==> config.mk <==
export PLATFORM = sky130hd
export DESIGN_NAME = keypad_event_fifo_flat
export DESIGN_NICKNAME = d
export VERILOG_FILES = /design/src/rtl/keypad_event_fifo_if.sv /design/src/rtl/keypad_event_fifo.sv /design/src/flat_wrapper.sv
export SDC_FILE = /design/constraint.sdc
export NUM_CORES = 1
export LEC_CHECK = 0
export BUFFER_PORTS_ARGS = -buffer_cell sky130_fd_sc_hd__buf_2
export CAP_MARGIN = 20
export CORE_MARGIN = 10
export CORE_UTILIZATION = 55
export DETAILED_ROUTE_END_ITERATION = 8
export GPL_TIMING_DRIVEN = 1
export HOLD_SLACK_MARGIN = 0.03
export PLACE_DENSITY = 0.75
export SLEW_MARGIN = 20
export SYNTH_ARGS = -nofsm -noshare
export SYNTH_HDL_FRONTEND = slang
export SYNTH_SLANG_ARGS = --single-unit
==> constraint.sdc <==
create_clock -name clk -period 2.7 [get_ports clk]
set_clock_uncertainty 0.2 [all_clocks]
set_input_delay 0.27 -clock clk [delete_from_list [all_inputs] [get_ports clk]]
set_output_delay 0.27 -clock clk [all_outputs]
set_load 0.02 [all_outputs]
==> src/rtl/keypad_event_fifo_if.sv <==
// Bus-side port of keypad_event_fifo: key-code valid/ready handshake plus overflow status.
// The master is the FIFO; the slave is the register block reading key codes.
interface keypad_event_fifo_if #(
  parameter int AW = 3
);
  logic          evt_valid;
  logic [3:0]    evt_code;
  logic          evt_ready;
  logic [AW:0]   evt_count;
  logic          ovf;
  logic          ovf_clr;

  modport master (
    output evt_valid, evt_code, evt_count, ovf,
    input  evt_ready, ovf_clr
  );

  modport slave (
    input  evt_valid, evt_code, evt_count, ovf,
    output evt_ready, ovf_clr
  );
endinterface

==> src/rtl/keypad_event_fifo.sv <==
// Turns keypad row results (active-low new-press masks) into {row, col} key codes,
// one per cycle in ascending column order, and queues them for the bus-side reader.
module keypad_event_fifo #(
  parameter int DEPTH = 8,
  parameter int AW    = 3
) (
  input  logic                 clk,
  input  logic                 rst,
  input  logic                 row_rdy,
  input  logic [1:0]           hi,
  input  logic [3:0]           col_out,
  keypad_event_fifo_if.master  bus
);

  typedef enum logic {IDLE = 1'b0, EMIT = 1'b1} state_t;

  localparam logic [AW:0] DEPTH_C = (AW+1)'(DEPTH);

  state_t          state_q, state_d;
  logic            row_rdy_q, row_rdy_d;
  logic [3:0]      mask_q, mask_d;
  logic [1:0]      row_q, row_d;
  logic            pend_vld_q, pend_vld_d;
  logic [3:0]      pend_mask_q, pend_mask_d;
  logic [1:0]      pend_row_q, pend_row_d;
  logic [AW-1:0]   wr_ptr_q, wr_ptr_d;
  logic [AW-1:0]   rd_ptr_q, rd_ptr_d;
  logic [AW:0]     count_q, count_d;
  logic            evt_valid_q, evt_valid_d;
  logic [3:0]      evt_code_q, evt_code_d;
  logic            ovf_q, ovf_d;
  logic [3:0]      mem_q [DEPTH];

  logic [3:0]      cap_mask_s;
  logic            cap_s;
  logic [3:0]      mask_left_s;
  logic            push_s;
  logic [3:0]      push_code_s;
  logic            drop_s;
  logic            full_s;
  logic            pop_s;
  logic            push_en_s;
  logic            ovf_set_s;

  function automatic logic [1:0] lowest_bit(input logic [3:0] m);
    if (m[0]) begin
      return 2'd0;
    end else if (m[1]) begin
      return 2'd1;
    end else if (m[2]) begin
      return 2'd2;
    end else begin
      return 2'd3;
    end
  endfunction

  // Capture decode and IDLE/EMIT next-state, including the one-entry pending slot.
  always_comb begin
    row_rdy_d   = row_rdy;
    cap_mask_s  = ~col_out;
    cap_s       = row_rdy_q && (cap_mask_s != 4'h0);
    state_d     = state_q;
    mask_d      = mask_q;
    row_d       = row_q;
    pend_vld_d  = pend_vld_q;
    pend_mask_d = pend_mask_q;
    pend_row_d  = pend_row_q;
    push_s      = 1'b0;
    push_code_s = {row_q, lowest_bit(mask_q)};
    mask_left_s = mask_q & (mask_q - 4'd1);
    drop_s      = 1'b0;
    case (state_q)
      IDLE: begin
        if (cap_s) begin
          mask_d  = cap_mask_s;
          row_d   = hi;
          state_d = EMIT;
        end else begin
          state_d = IDLE;
        end
      end
      EMIT: begin
        push_s = 1'b1;
        mask_d = mask_left_s;
        if (mask_left_s == 4'h0) begin
          // The pending slot frees up this cycle, so a coincident capture can take it.
          if (pend_vld_q) begin
            mask_d      = pend_mask_q;
            row_d       = pend_row_q;
            pend_vld_d  = cap_s;
            pend_mask_d = cap_mask_s;
            pend_row_d  = hi;
          end else if (cap_s) begin
            mask_d = cap_mask_s;
            row_d  = hi;
          end else begin
            state_d = IDLE;
          end
        end else if (cap_s) begin
          if (pend_vld_q) begin
            drop_s = 1'b1;
          end else begin
            pend_vld_d  = 1'b1;
            pend_mask_d = cap_mask_s;
            pend_row_d  = hi;
          end
        end else begin
          state_d = EMIT;
        end
      end
      default: begin
        state_d = IDLE;
      end
    endcase
  end

  // FIFO pointers, occupancy, registered head code and sticky overflow.
  always_comb begin
    full_s    = (count_q == DEPTH_C);
    pop_s     = evt_valid_q && bus.evt_ready;
    push_en_s = push_s && (!full_s || pop_s);
    ovf_set_s = drop_s || (push_s && full_s && !pop_s);
    wr_ptr_d  = push_en_s ? (wr_ptr_q + AW'(1)) : wr_ptr_q;
    rd_ptr_d  = pop_s ? (rd_ptr_q + AW'(1)) : rd_ptr_q;
    case ({push_en_s, pop_s})
      2'b10:   count_d = count_q + (AW+1)'(1);
      2'b01:   count_d = count_q - (AW+1)'(1);
      default: count_d = count_q;
    endcase
    evt_valid_d = (count_d != (AW+1)'(0));
    // When the new read pointer lands on the slot being written, the head is the incoming code.
    if (!evt_valid_d) begin
      evt_code_d = 4'h0;
    end else if (push_en_s && (wr_ptr_q == rd_ptr_d)) begin
      evt_code_d = push_code_s;
    end else begin
      evt_code_d = mem_q[rd_ptr_d];
    end
    if (ovf_set_s) begin
      ovf_d = 1'b1;
    end else if (bus.ovf_clr) begin
      ovf_d = 1'b0;
    end else begin
      ovf_d = ovf_q;
    end
  end

  // State and status registers with synchronous reset.
  always_ff @(posedge clk) begin
    if (rst) begin
      state_q     <= IDLE;
      row_rdy_q   <= 1'b0;
      mask_q      <= 4'h0;
      row_q       <= 2'd0;
      pend_vld_q  <= 1'b0;
      pend_mask_q <= 4'h0;
      pend_row_q  <= 2'd0;
      wr_ptr_q    <= '0;
      rd_ptr_q    <= '0;
      count_q     <= '0;
      evt_valid_q <= 1'b0;
      evt_code_q  <= 4'h0;
      ovf_q       <= 1'b0;
    end else begin
      state_q     <= state_d;
      row_rdy_q   <= row_rdy_d;
      mask_q      <= mask_d;
      row_q       <= row_d;
      pend_vld_q  <= pend_vld_d;
      pend_mask_q <= pend_mask_d;
      pend_row_q  <= pend_row_d;
      wr_ptr_q    <= wr_ptr_d;
      rd_ptr_q    <= rd_ptr_d;
      count_q     <= count_d;
      evt_valid_q <= evt_valid_d;
      evt_code_q  <= evt_code_d;
      ovf_q       <= ovf_d;
    end
  end

  // Storage array; contents are only meaningful between the pointers.
  always_ff @(posedge clk) begin
    if (push_en_s) begin
      mem_q[wr_ptr_q] <= push_code_s;
    end
  end

  assign bus.evt_valid = evt_valid_q;
  assign bus.evt_code  = evt_code_q;
  assign bus.evt_count = count_q;
  assign bus.ovf       = ovf_q;

endmodule

==> src/flat_wrapper.sv <==
// flat-port wrapper written by rule: the top's interface ports become plain ports
module keypad_event_fifo_flat 
#(
  parameter int DEPTH = 8,
  parameter int AW    = 3
)
  (clk, rst, row_rdy, hi, col_out, bus_evt_valid, bus_evt_code, bus_evt_count, bus_ovf, bus_evt_ready, bus_ovf_clr);
  keypad_event_fifo_if #(.AW(AW)) bus_i ();
  input  logic clk;
  input  logic rst;
  input  logic row_rdy;
  input  logic [1:0] hi;
  input  logic [3:0] col_out;
  output wire logic [$bits(bus_i.evt_valid)-1:0] bus_evt_valid;
  output wire logic [$bits(bus_i.evt_code)-1:0] bus_evt_code;
  output wire logic [$bits(bus_i.evt_count)-1:0] bus_evt_count;
  output wire logic [$bits(bus_i.ovf)-1:0] bus_ovf;
  input wire logic [$bits(bus_i.evt_ready)-1:0] bus_evt_ready;
  input wire logic [$bits(bus_i.ovf_clr)-1:0] bus_ovf_clr;
  assign bus_evt_valid = bus_i.evt_valid;
  assign bus_evt_code = bus_i.evt_code;
  assign bus_evt_count = bus_i.evt_count;
  assign bus_ovf = bus_i.ovf;
  assign bus_i.evt_ready = bus_evt_ready;
  assign bus_i.ovf_clr = bus_ovf_clr;
  keypad_event_fifo #(.DEPTH(DEPTH), .AW(AW)) u_core (.clk(clk), .rst(rst), .row_rdy(row_rdy), .hi(hi), .col_out(col_out), .bus(bus_i));
endmodule
* Word level (Yosys, flattened, before mapping)
Memories as Yosys holds them, arrays and structs flattened. A register that Yosys moved wholly into a read port is not among the register bits.
Index checks and enable logic that the tools add are counted.
** Storage, ports and cells
- Bits in registers :: 27
- Bits in writable memories :: 32
- Input port bits :: 11
- Output and inout port bits :: 10
- Logic and storage cells :: 84
- Memories :: 1
** Cells by class
- Add/sub/neg operators :: 5
- Eq/ne operators :: 7
- Mux-type cells :: 38
- Bitwise operators :: 4
- Reductions and logical operators :: 17
** Memory list
- u_core.mem_q :: words 8, width 4, rd ports 1, clocked after Yosys merged registers in 1, wr ports 1, RTL line keypad_event_fifo.sv:32 : logic [3:0] mem_q [DEPTH];
** Operators with widths (number)
- 2-to-1 mux 4 bit :: 8
- 2-to-1 mux 2 bit :: 9
- 2-to-1 mux 1 bit :: 16
- one-hot mux 4 bit (2 select lines) :: 2
- nonzero test 4 bit :: 2
- subtractor 4 x 1 -> 4 bit, second input constant :: 2
- adder 3 x 1 -> 3 bit, second input constant :: 2
- logical AND 1 bit :: 5
- adder 4 x 1 -> 4 bit, second input constant :: 1
- AND 4 bit :: 1
- == test 4 bit, second input constant :: 1
- zero test 4 bit :: 1
- inequality test 2 x 1 -> 1 bit, second input constant :: 2
- inequality test 2 bit, second input constant :: 2
- inverter 4 bit :: 1
- one-hot mux 2 bit (2 select lines) :: 1
- AND reduction 4 bit :: 1
- nonzero test 2 bit :: 2
- 2-to-1 mux 3 bit :: 1
- == test 2 x 1 -> 1 bit, second input constant :: 1
- == test 2 bit, second input constant :: 1
- zero test 1 bit :: 2
- logical OR 1 bit :: 2
- inverter 1 bit :: 2
- other kinds (3) :: 3

* Logic depth before layout (Yosys ltp)
- Depth in word-level cells :: 9
- Mapped depth :: 9
- Gate-level depth less buffers :: 8

* Least setup slack after synthesis
OpenSTA, ideal clock, no wires.
- Path kind :: reg2reg
- From :: register u_core.evt_valid_q, in the netlist u_core.bus.evt_valid
- To :: register u_core.evt_code_q[2], in the netlist u_core.bus.evt_code[2] (read register of u_core.mem_q)
- Library setup time :: 79 ps
- Data arrival time :: 2011 ps
- Data required time :: 2421 ps
- Path slack :: 410 ps
- Stages on the path, launching flop included :: 10
- Buffers on the path :: 1
- Period minus slack after synthesis :: 2290 ps
- Path through :: dfxtp_1 and3b_1 buf_6 xor2_1 ha_1 nor2_1 a31o_1 o31ai_2 nor4_4 a211oi_2
** Between the ends
- Cells in the longest elaborated chain, start to end :: 8
- Elaborated cells on any way between the ends :: 10
- Classes of those cells :: eq/ne: 2; mux: 2; bitwise: 1; reduce/logical: 5
** Ends and longest elaborated chain
- start, declared :: RTL line keypad_event_fifo.sv:29 : logic evt_valid_q, evt_valid_d;
- start signal, assigned :: RTL line keypad_event_fifo.sv:175 : evt_valid_q <= evt_valid_d;
- logical AND 1 bit (*) :: RTL line keypad_event_fifo.sv:120 : pop_s = evt_valid_q && bus.evt_ready;
- logical OR 1 bit :: RTL line keypad_event_fifo.sv:121 : push_en_s = push_s && (!full_s || pop_s);
- logical AND 1 bit :: RTL line keypad_event_fifo.sv:121
- == test 2 x 1 -> 1 bit or == test 2 bit (tied branches) :: RTL line keypad_event_fifo.sv:125 : case ({push_en_s, pop_s})
- one-hot mux 4 bit (2 select lines) :: RTL line keypad_event_fifo.sv:125
- nonzero test 4 bit :: RTL line keypad_event_fifo.sv:130 : evt_valid_d = (count_d != (AW+1)'(0));
- inverter 1 bit (no source line)
- OR reduction 2 bit (no source line)
- end, declared :: RTL line keypad_event_fifo.sv:30 : logic [3:0] evt_code_q, evt_code_d;
Every way passes the cells marked *; elsewhere a longest branch is shown, timed or not.
A chain may end at the register's enable or synchronous reset.

* Worst setup path after layout
- From :: register u_core.evt_valid_q, in the netlist u_core.bus.evt_valid
- To :: register u_core.evt_code_q[0], in the netlist u_core.bus.evt_code[0] (read register of u_core.mem_q)
The elaborated chain is that of the path after synthesis.

==> impl_metrics.tcl <==
set metrics [dict create \
    layout_commonest_cell "edfxtp_1" \
    grt_pass1_wl_um 9121 \
    ys_ff_latch 63 \
    final_cell_mix "edfxtp_1, dfxtp_1, nor2_1, buf_2, nand2_1" \
    dieHeight_um 92.38 \
    tns_ns 0 \
    cts_tree "done" \
    setup_viol 0 \
    gp_congestion 0.8955 \
    ys_types 58 \
    async_reset_ff_share_pct 0 \
    track_usage_pct 13.59 \
    synth-edff-count 32 \
    synth_area_per_cell_um2 12.53 \
    hp-class "in -> reg" \
    port_buffers 20 \
    grt_pass1_vias 1789 \
    diodes 0 \
    start_kind "flip-flop" \
    synth_nets 244 \
    r2r-start "u_core.bus.evt_valid" \
    ir_drop_mv 0.4214 \
    dp_hpwl_um 4006 \
    io_pins 21 \
    first_pass_iters 4 \
    outcome "completed" \
    cts-root-buf "clkbuf_8" \
    syn_area_um2 2882 \
    cts-resized-gates 0 \
    via_count 1913 \
    num_rows 26 \
    cp_data_arrival_time_ns 2.47 \
    drt-wirelength-per-cell_um 16.75 \
    h-tree-depth 3 \
    report.final.hold_viol_count 0 \
    max_slew_margin_pct 48.92 \
    synthCells 230 \
    hold_end "u_core.bus.ovf" \
    powerDensity_nw_per_um2 753.6 \
    rsz0062_at_grt "no" \
    reg2reg_setup_slack_ns 0.27 \
    drt-total-wl_um 5629 \
    synthFlopType "edfxtp_1" \
    max_slew.worst_pin.slew_ns 0.7662 \
    period_minus_slack_ns 2.429 \
    critPathMaxFanout 6 \
    rr_worst_depth 8 \
    nets 275 \
    syn_to_final_growth_pct 14.42 \
    fp.dieW_um 92.38 \
    initial_core_util_pct 56.42 \
    cts_buffers 9 \
    drc_errors 0 \
    drt_iter0_drc 164 \
    hold_start "bus_ovf_clr" \
    core_um2 5107 \
    viasPerCell 5.693 \
    synth-seq-area-share_pct 54.88 \
    p_leak_nw 1.222 \
    total_power_w 0.002485 \
    drv_slew 0 \
    cts_buffer_depth 2 \
    final_layout_size_suffix_gt1_share_pct 20.68 \
    path_class "reg -> reg" \
    clk_pin_slew_ns 0.07 \
    fp.dieArea_um2 8534 \
    worstReg2RegEnd "u_core.bus.evt_code[0]" \
    holdPathStages 4 \
    ant_nets 0 \
    crit_path_end_kind "flip-flop" \
    max_cap_violations 0 \
    clock.fmax_ghz 0.4117 \
    grt_overflow_total 0 \
    yosys_warnings 0 \
    min_period_over_period_pct 89.95 \
    cts_sinks 63 \
    worstPathRequired_ns 2.74 \
    antenna_found_initial 0 \
    clock_latency_ns 0.33 \
    grt_max_degree 31 \
]
==> power by group <==
group          switching [W]  internal [W]
combinational       0.000293      0.000258
sequential         0.0000706       0.00107
clock               0.000346      0.000442
total               0.000710       0.00177
==> layout make-up <==
| cell class | instances | area (µm²) |
|---|---|---|
| fill | 395 | 1810 |
| sequential | 63 | 1582 |
| multi-input combinational | 154 | 1242 |
| timing repair buffer | 28 | 177.7 |
| clock buffer | 11 | 141.4 |
| tap | 70 | 87.58 |
| clock inverter | 5 | 47.55 |
| inverter | 5 | 18.77 |
==> critical path: stages, from the launching register on <==
cell      delay, ns
dfxtp_1        0.43
and3b_1        0.36
xor2_1         0.18
ha_1           0.20
nor2_1         0.06
a31o_1         0.24
o31ai_2        0.34
nor4_4         0.11
a211oi_1       0.21
==> worst max-delay path by stage <==
stage	from	endpoint	slack, ns
after floorplan	u_core.bus.evt_valid	u_core.bus.evt_code[2]	0.41
after global placement	u_core.bus.evt_valid	u_core.bus.evt_code[2]	0.31
after detailed placement	u_core.bus.evt_valid	u_core.bus.evt_code[0]	0.28
after CTS	u_core.bus.evt_valid	u_core.bus.evt_code[0]	0.25
after global routing	u_core.bus.evt_valid	u_core.bus.evt_code[1]	0.13
final	u_core.bus.evt_valid	u_core.bus.evt_code[0]	0.27
==> flip-flops by register name, indices dropped and copies added, names as in the netlist <==
name,flops
u_core.mem_q,32
u_core.mask_q,4
u_core.bus.evt_code,4
u_core.row_rdy_q,1
u_core.wr_ptr_q,3
u_core.rd_ptr_q,3
u_core.bus.evt_valid,1
u_core.state_q,1
u_core.bus.evt_count,4
u_core.pend_mask_q,4
u_core.pend_row_q,2
u_core.pend_vld_q,1
u_core.row_q,2
u_core.bus.ovf,1
==> stage by stage <==
stage | hold slack (ns) | area (µm²) | instances | util, % | setup WS (ns)
2_1_floorplan | 0.1656 | 2882 | 230 | - | 0.4099
3_3_place_gp | 0.2770 | 3038 | 313 | 59.48 | 0.3140
3_5_place_dp | 0.2795 | 3038 | 313 | 59.48 | 0.2766
4_1_cts | 0.07095 | 3297 | 336 | 64.55 | 0.2529
5_1_grt | 0.08746 | 3297 | 336 | 64.55 | 0.1288
6_report | 0.07619 | 3297 | 336 | 64.55 | 0.2712
==> layer usage <==
metal / part of all wire, % / global-route usage, %
met1: 46 / 17.10
met2: 45 / 20.71
met3: 7.5 / 4.116
met4: 1.7 / 6.941
met5: 0 / 0
==> cell usage after synthesis, types with 2 or more instances <==
| library cell | n | area, µm² |
|---|---|---|
| edfxtp_1 | 32 | 960.9 |
| dfxtp_1 | 31 | 620.6 |
| nor2_1 | 28 | 105.1 |
| nand2_1 | 13 | 48.80 |
| a21oi_1 | 9 | 45.04 |
| nor3_1 | 9 | 45.04 |
| mux2i_1 | 8 | 80.08 |
| a211oi_1 | 7 | 52.55 |
| clkbuf_1 | 5 | 18.77 |
| inv_1 | 5 | 18.77 |
| mux4_1 | 5 | 131.4 |
| nand2b_1 | 5 | 31.28 |
| a22oi_1 | 4 | 30.03 |
| nand3b_1 | 4 | 30.03 |
| nor2b_1 | 4 | 25.02 |
| xor2_1 | 4 | 35.03 |
| ha_1 | 3 | 37.54 |
| mux4_2 | 3 | 67.56 |
| nand3_1 | 3 | 15.01 |
| a31oi_1 | 2 | 12.51 |
| nand4_1 | 2 | 12.51 |
| nor3b_1 | 2 | 15.01 |
| nor4_1 | 2 | 12.51 |
| o21ai_0 | 2 | 10.01 |
| o21ai_2 | 2 | 17.52 |
| or2_1 | 2 | 12.51 |
| xnor2_1 | 2 | 17.52 |
| xnor2_4 | 2 | 55.05 |
==> repair_timing <==
| item | CTS | global route |
|---|---|---|
| endpoints found under the setup margin | 0 | 0 |
| hold buffers | 7 | 0 |
| setup buffers | 0 | 0 |
| endpoints found under the hold margin | 9 | 0 |
==> cell families (layout without fill, tap and decap cells) <==
| family | Yosys count | after routing | share of synthesized area, % |
|---|---|---|---|
| buffers and inverters | 13 | 49 | 1.997 |
| multiplexers | 19 | 19 | 11.38 |
| flip-flops | 63 | 63 | 54.89 |
| adder cells (fa/ha/maj) | 5 | 5 | 2.041 |
| XOR/XNOR | 8 | 8 | 3.734 |
| AO/OA/AOI/OAI | 39 | 39 | 10.55 |
| AND/OR/NAND/NOR | 83 | 83 | 15.41 |
(Power assumes the default switching activity.)
